**src/rtl/rf_wb_arbiter_if.sv**
```systemverilog
// Writeback request bus and register-file write-port bundle
// shared between writeback requesters and rf_wb_arbiter.
interface rf_wb_arbiter_if #(
  parameter int NREQ = 3,
  parameter int XLEN = 32,
  parameter int AW   = 5
);
  logic [NREQ-1:0]      req_valid;
  logic [NREQ-1:0]      req_ready;
  logic [NREQ*AW-1:0]   req_addr;
  logic [NREQ*XLEN-1:0] req_data;
  logic                 we3;
  logic [AW-1:0]        wa3;
  logic [XLEN-1:0]      wd3;
  logic                 we4;
  logic [AW-1:0]        wb3;
  logic [XLEN-1:0]      wd4;

  modport master (
    output req_valid, req_addr, req_data,
    input  req_ready,
    input  we3, wa3, wd3, we4, wb3, wd4
  );

  modport slave (
    input  req_valid, req_addr, req_data,
    output req_ready,
    output we3, wa3, wd3, we4, wb3, wd4
  );
endinterface

```
**src/rtl/rf_wb_arbiter.sv**
```systemverilog
// Round-robin arbiter granting up to two register-file writes per cycle.
// Optional RFARB_CONFLICT_CNT_EN adds a saturating conflict_cnt output.
module rf_wb_arbiter #(
  parameter int NREQ = 3,
  parameter int XLEN = 32,
  parameter int AW   = 5
) (
  input  logic clk,
  input  logic reset,
  rf_wb_arbiter_if.slave bus
`ifdef RFARB_CONFLICT_CNT_EN
  ,
  output logic [15:0] conflict_cnt
`endif
);

  localparam int PW = $clog2(NREQ);

  logic [PW-1:0]   rr_ptr_q, rr_ptr_d;
  logic            we3_q, we3_d;
  logic [AW-1:0]   wa3_q, wa3_d;
  logic [XLEN-1:0] wd3_q, wd3_d;
  logic            we4_q, we4_d;
  logic [AW-1:0]   wb3_q, wb3_d;
  logic [XLEN-1:0] wd4_q, wd4_d;

  logic [AW-1:0]   addr_a [NREQ];
  logic [XLEN-1:0] data_a [NREQ];
  logic [NREQ-1:0] ready;
  logic            a_gnt, b_gnt, conflict;
  logic [AW-1:0]   a_addr, b_addr;
  logic [XLEN-1:0] a_data, b_data;
  logic [PW-1:0]   last;
  logic [PW:0]     last_inc;

  always_comb begin
    for (int i = 0; i < NREQ; i++) begin
      addr_a[i] = bus.req_addr[i*AW +: AW];
      data_a[i] = bus.req_data[i*XLEN +: XLEN];
    end
  end

  // x0 writes are acknowledged and dropped without using a port
  always_comb begin : grant
    logic [PW:0]   jw;
    logic [PW-1:0] j;
    ready    = '0;
    a_gnt    = 1'b0;
    b_gnt    = 1'b0;
    a_addr   = '0;
    a_data   = '0;
    b_addr   = '0;
    b_data   = '0;
    last     = '0;
    conflict = 1'b0;
    jw       = '0;
    j        = '0;
    for (int i = 0; i < NREQ; i++) begin
      jw = {1'b0, rr_ptr_q} + (PW+1)'(i);
      if (jw >= (PW+1)'(NREQ))
        jw = jw - (PW+1)'(NREQ);
      j = jw[PW-1:0];
      if (bus.req_valid[j]) begin
        if (addr_a[j] == '0) begin
          ready[j] = 1'b1;
        end else if (!a_gnt) begin
          a_gnt    = 1'b1;
          a_addr   = addr_a[j];
          a_data   = data_a[j];
          ready[j] = 1'b1;
          last     = j;
        end else if (!b_gnt && addr_a[j] != a_addr) begin
          b_gnt    = 1'b1;
          b_addr   = addr_a[j];
          b_data   = data_a[j];
          ready[j] = 1'b1;
          last     = j;
        end else begin
          conflict = 1'b1;
        end
      end
    end
    if (reset) begin
      ready    = '0;
      a_gnt    = 1'b0;
      b_gnt    = 1'b0;
      conflict = 1'b0;
    end
  end

  always_comb begin
    last_inc = {1'b0, last} + (PW+1)'(1);
    rr_ptr_d = rr_ptr_q;
    if (a_gnt || b_gnt)
      rr_ptr_d = (last_inc >= (PW+1)'(NREQ)) ? '0 : last_inc[PW-1:0];
    we3_d = a_gnt;
    wa3_d = a_gnt ? a_addr : wa3_q;
    wd3_d = a_gnt ? a_data : wd3_q;
    we4_d = b_gnt;
    wb3_d = b_gnt ? b_addr : wb3_q;
    wd4_d = b_gnt ? b_data : wd4_q;
  end

  always_ff @(posedge clk) begin
    if (reset) begin
      rr_ptr_q <= '0;
      we3_q    <= 1'b0;
      wa3_q    <= '0;
      wd3_q    <= '0;
      we4_q    <= 1'b0;
      wb3_q    <= '0;
      wd4_q    <= '0;
    end else begin
      rr_ptr_q <= rr_ptr_d;
      we3_q    <= we3_d;
      wa3_q    <= wa3_d;
      wd3_q    <= wd3_d;
      we4_q    <= we4_d;
      wb3_q    <= wb3_d;
      wd4_q    <= wd4_d;
    end
  end

  assign bus.req_ready = ready;
  assign bus.we3       = we3_q;
  assign bus.wa3       = wa3_q;
  assign bus.wd3       = wd3_q;
  assign bus.we4       = we4_q;
  assign bus.wb3       = wb3_q;
  assign bus.wd4       = wd4_q;

`ifdef RFARB_CONFLICT_CNT_EN
  logic [15:0] conflict_cnt_q, conflict_cnt_d;

  always_comb begin
    conflict_cnt_d = conflict_cnt_q;
    if (conflict && conflict_cnt_q != 16'hFFFF)
      conflict_cnt_d = conflict_cnt_q + 16'd1;
  end

  always_ff @(posedge clk) begin
    if (reset)
      conflict_cnt_q <= '0;
    else
      conflict_cnt_q <= conflict_cnt_d;
  end

  assign conflict_cnt = conflict_cnt_q;
`endif

endmodule
```
**src/flat_wrapper.sv**
```systemverilog
// flat-port wrapper written by rule: the top's interface ports become plain ports
module rf_wb_arbiter_flat 
#(
  parameter int NREQ = 3,
  parameter int XLEN = 32,
  parameter int AW   = 5
)
  (clk, reset, bus_req_valid, bus_req_addr, bus_req_data, bus_req_ready, bus_we3, bus_wa3, bus_wd3, bus_we4, bus_wb3, bus_wd4);
  rf_wb_arbiter_if #(.NREQ(NREQ), .XLEN(XLEN), .AW(AW)) bus_i ();
  input  logic clk;
  input  logic reset;
  input wire logic [$bits(bus_i.req_valid)-1:0] bus_req_valid;
  input wire logic [$bits(bus_i.req_addr)-1:0] bus_req_addr;
  input wire logic [$bits(bus_i.req_data)-1:0] bus_req_data;
  output wire logic [$bits(bus_i.req_ready)-1:0] bus_req_ready;
  output wire logic [$bits(bus_i.we3)-1:0] bus_we3;
  output wire logic [$bits(bus_i.wa3)-1:0] bus_wa3;
  output wire logic [$bits(bus_i.wd3)-1:0] bus_wd3;
  output wire logic [$bits(bus_i.we4)-1:0] bus_we4;
  output wire logic [$bits(bus_i.wb3)-1:0] bus_wb3;
  output wire logic [$bits(bus_i.wd4)-1:0] bus_wd4;
  assign bus_i.req_valid = bus_req_valid;
  assign bus_i.req_addr = bus_req_addr;
  assign bus_i.req_data = bus_req_data;
  assign bus_req_ready = bus_i.req_ready;
  assign bus_we3 = bus_i.we3;
  assign bus_wa3 = bus_i.wa3;
  assign bus_wd3 = bus_i.wd3;
  assign bus_we4 = bus_i.we4;
  assign bus_wb3 = bus_i.wb3;
  assign bus_wd4 = bus_i.wd4;
  rf_wb_arbiter #(.NREQ(NREQ), .XLEN(XLEN), .AW(AW)) u_core (.clk(clk), .reset(reset), .bus(bus_i));
endmodule
```
**config.mk**
```make
export PLATFORM = sky130hd
export DESIGN_NAME = rf_wb_arbiter_flat
export DESIGN_NICKNAME = d
export VERILOG_FILES = /design/src/rtl/rf_wb_arbiter_if.sv /design/src/rtl/rf_wb_arbiter.sv /design/src/flat_wrapper.sv
export SDC_FILE = /design/constraint.sdc
export NUM_CORES = 1
export LEC_CHECK = 0
export CAP_MARGIN = 20
export CORE_MARGIN = 8
export CORE_UTILIZATION = 52
export DETAILED_ROUTE_END_ITERATION = 16
export PLACE_DENSITY = 0.87
export REMOVE_ABC_BUFFERS = 1
export SYNTH_ARGS = -nofsm -noshare
export SYNTH_HDL_FRONTEND = slang
export SYNTH_SLANG_ARGS = --single-unit
```
**constraint.sdc**
```tcl
create_clock -name clk -period 5.9 [get_ports clk]
set_input_delay 0.885 -clock clk [delete_from_list [all_inputs] [get_ports clk]]
set_output_delay 0.885 -clock clk [all_outputs]
set_load 0.005 [all_outputs]
```
==> reports/results.txt, run 1 <==
Status = finished, final reports clean
Worst min path class = flop to flop
Post-synthesis adder-cell area fraction = 0.00782
IO buf count = 194
Clk_lat worst skew = 0.35 ns
Initial Util = 0.532
Arr. time, crit path = 4.63 ns
Die W = 127 µm
Postcts setup bufs = 0
Root buffer cell = clkbuf_16
DRC Markers = 0
Average cell area after synthesis = 7.33 µm²
Vias per cell = 6.62
Synthesized area = 0.00640 mm²
Core area = 0.0120 mm²
GP Congestion = 0.938
Crit end category = primary output
Max Fclk = 181 MHz
Total track usage = 0.287
Worst hold endpoint = u_core.bus.wb3[4]$_SDFFE_PP0P_
Synth warnings = 0
Hold buffers post-CTS = 0
Power Density = 586 mW/mm²
Ys async rst share = 0
Die Y = 127 µm
Post-synthesis sequential area ratio = 0.244
TritonRoute pass-1 iters = 5
Row Count = 40
Maximum fanout along the worst path = 35
Total power draw = 5.03 mW
Initial DRC count = 911
NumNets Final = 1126
CP Launch Type = flop
CTS resizes = 0
Compound-Gate Fraction of Synth Area = 0.386
Final hold viol count = 0
Netlist cell types = 62
# placed instances = 1142
Inserted Diodes = 0
Clock tree buffer depth = 2
Detail Route Antenna Nets = 0
Fin worst setup slack = 0.383 ns
Vias after detailed routing = 7660
Period utilization = 0.935
Simple-gate share of the synthesized area = 0.200
Slew Limit Fails = 0
CTS sink count = 78
Seq. cell area = 0.00156 mm²
DP Wirelength = 15500 µm
Worst Path Class, Setup = flop to primary output
Multi-input gate area = 0.00443 mm²
Minimum clock period = 5.52 ns
Post-synth EDFFs = 0
WL per Instance = 21.0 µm
Grt total ovfl = 0
H-tree depth = 3
DP Worst Slack = 0.584 ns
Post-route insts no fill = 1157
Launch point of the worst reg-to-reg path = u_core.rr_ptr_q[0]$_SDFFE_PP0P_
FF-to-FF End = u_core.bus.wd4[10]$_SDFFE_PP0P_
Register-to-register setup slack = 0.93 ns
R2R depth = 14
Gate Count Post-Synth = 873
Initial antenna violation count = 0
Vias in the first global route = 7204
Area leader, netlist = dfxtp_1
Largest family of logic cells by synthesized area = compound AO/OA/AOI/OAI gates
Maximum VDD drop = 0.000366 V
Largest net degree at the start of global routing = 71
WP data required = 5.02 ns
Worst-path clk slew = 0.06 ns
Synth top area cells = dfxtp_1 (24%), a211oi_1 (11%), a21oi_1 (8.1%), mux2i_1 (7.8%), nor2_1 (6.6%)
CTS tree = done
Clk_skew = 0.00913 ns
Synth Area in XOR/XNOR = 0.00959
Ys flop type = dfxtp_1
First-pass GRT wire length = 37700 µm
Synthesis-to-layout area growth = 34.3%
Setup Viol. Count Final = 0
Final-layout fill cell count = 1019
Num CTS Buffers = 9
Layout cells sized above 1 = 0.0713
Share of the synthesized area in the top cell type = 0.244
Final wirelength = 24300 µm
I/O pin cnt = 195
Worst Max-Slew Pin Slew = 1.09 ns
Max-cap viol count = 0
Seq cells post-synth = 78
Slew margin rel. = 0.270
Worst Hold Launch = u_core.bus.wb3[4]$_SDFFE_PP0P_
Hold Path Stages = 2
P_leak = 2.96 nW
RSZ-0062 raised after global routing = false
Die area = 0.0161 mm²
Mux share of post-synthesis cell area = 0.0822
## where the power goes
group          internal [mW]  switching [mW]  total, mW
combinational           1.45            2.07       3.51
sequential             0.773           0.146      0.919
clock                  0.366           0.235      0.602
## synthesized netlist by cell type (4+ instances only)
library cell and instances:
a2bb2oi_1 4, a22o_1 4, clkbuf_1 50, and2_1 6, buf_6 6, buf_1 19
o21ai_0 54, buf_4 5, a32oi_1 40, nand3_1 9, xnor2_1 6, a211oi_1 97
ha_1 4, o2bb2ai_1 6, nor3_1 35, dfxtp_1 78, o22ai_1 4, o21ai_1 6
buf_2 8, nor2_1 112, o21ai_2 18, nor2b_1 36, nand2_1 56, mux2i_1 50
a21oi_1 104
## metrics by stage
step           utilization  instance area [µm²]  hold slack, ns  TNS (ns)
2_1_floorplan            -                 5960           0.457    -62.65
3_3_place_gp         0.690                 8290           0.473         0
3_5_place_dp         0.690                 8290           0.477         0
4_1_cts              0.715                 8590           0.485         0
5_1_grt              0.715                 8590           0.527         0
6_report             0.715                 8590           0.490         0
## area by class of cell
class	count	share of cell area
Sequential cell	78	0.182
Multi-Input combinational cell	700	0.516
Timing Repair Buffer	213	0.244
Inverter	4	0.00175
Tap cell	147	0.0214
Clock inverter	5	0.00874
Clock buffer	10	0.0267
## how the worst max path moves through the flow
stage,slack [ns],to,startpoint
2_1_floorplan,-1.45,bus_req_ready[0],u_core.rr_ptr_q[1]$_SDFFE_PP0P_
3_3_place_gp,0.69,bus_req_ready[0],bus_req_addr[5]
3_5_place_dp,0.58,bus_req_ready[2],bus_req_addr[5]
4_1_cts,0.51,bus_req_ready[0],u_core.rr_ptr_q[0]$_SDFFE_PP0P_
5_1_grt,0.19,bus_req_ready[2],u_core.rr_ptr_q[0]$_SDFFE_PP0P_
6_report,0.38,bus_req_ready[0],u_core.rr_ptr_q[0]$_SDFFE_PP0P_
## registers in the layout, summed over array words and instances (netlist names)
signal,flops
u_core.bus.we4,1
u_core.bus.wd3,32
u_core.rr_ptr_q,2
u_core.bus.wb3,5
u_core.bus.wa3,5
u_core.bus.wd4,32
u_core.bus.we3,1
## worst max-delay path, cell delays in order (launching register included)
cell and delay (ns):
dfxtp_1 0.37, inv_1 0.15, ha_4 0.36, buf_4 0.44, nor2b_4 0.97, nand2_1 0.10, o21ai_0 0.38, xnor2_1 0.24
nor3_4 0.24, o22a_1 0.20, nand2_1 0.11, a41o_1 0.25, clkdlybuf4s50_1 0.44
## routing by layer
layer	vias up	track usage	share of wire
li1	3564	-	-
met1	3531	0.353	0.41
met2	492	0.456	0.46
met3	73	0.0859	0.11
met4	0	0.124	0.032
met5	-	0	0
## placed cells by master (no fill, tap or decap), drive strengths merged, types with 2 or more instances in the layout
cell and instances:
o2bb2ai 7, clkdlybuf4s50 193, nand3 9, o22a 3, o22ai 5, nand3b 3
a211oi 97, clkbuf 10, a22o 4, or3 2, nor2 112, mux2i 51
nor3 37, buf 20, xnor2 6, o21ai 78, dfxtp 78, nor2b 37
nor4 3, a22oi 2, inv 4, nand2 57, o211ai 3, bufinv 2
a2bb2oi 5, a31oi 3, clkinv 3, nand4 2, a41o 3, a221oi 3
and2 6, ha 4, a21oi 104, a32oi 40
## logic make-up (layout without fill, tap and decap cells)
kind of cell | count (synthesis) | after routing
AOI/OAI and AO/OA | 364 | 364
and+or+nand+nor | 273 | 273
buffers and inverters | 95 | 232
DFF | 78 | 78
muxes | 52 | 52
xor gates and xnor gates | 7 | 7
adders and majority gates | 4 | 4
Power figures use the tool's default switching activity.
==> inputs of run 2 (changes only) <==
--- a/config.mk
+++ b/config.mk
@@ -5,10 +5,12 @@
 export SDC_FILE = /design/constraint.sdc
 export NUM_CORES = 1
 export LEC_CHECK = 0
+export ABC_AREA = 0
 export CAP_MARGIN = 20
 export CORE_MARGIN = 8
 export CORE_UTILIZATION = 52
 export DETAILED_ROUTE_END_ITERATION = 16
+export HOLD_SLACK_MARGIN = 0.15
 export PLACE_DENSITY = 0.87
 export REMOVE_ABC_BUFFERS = 1
 export SYNTH_ARGS = -nofsm -noshare
==> results of run 2 <==
The final DEF is identical to that of run 1; final timing and power are the same.
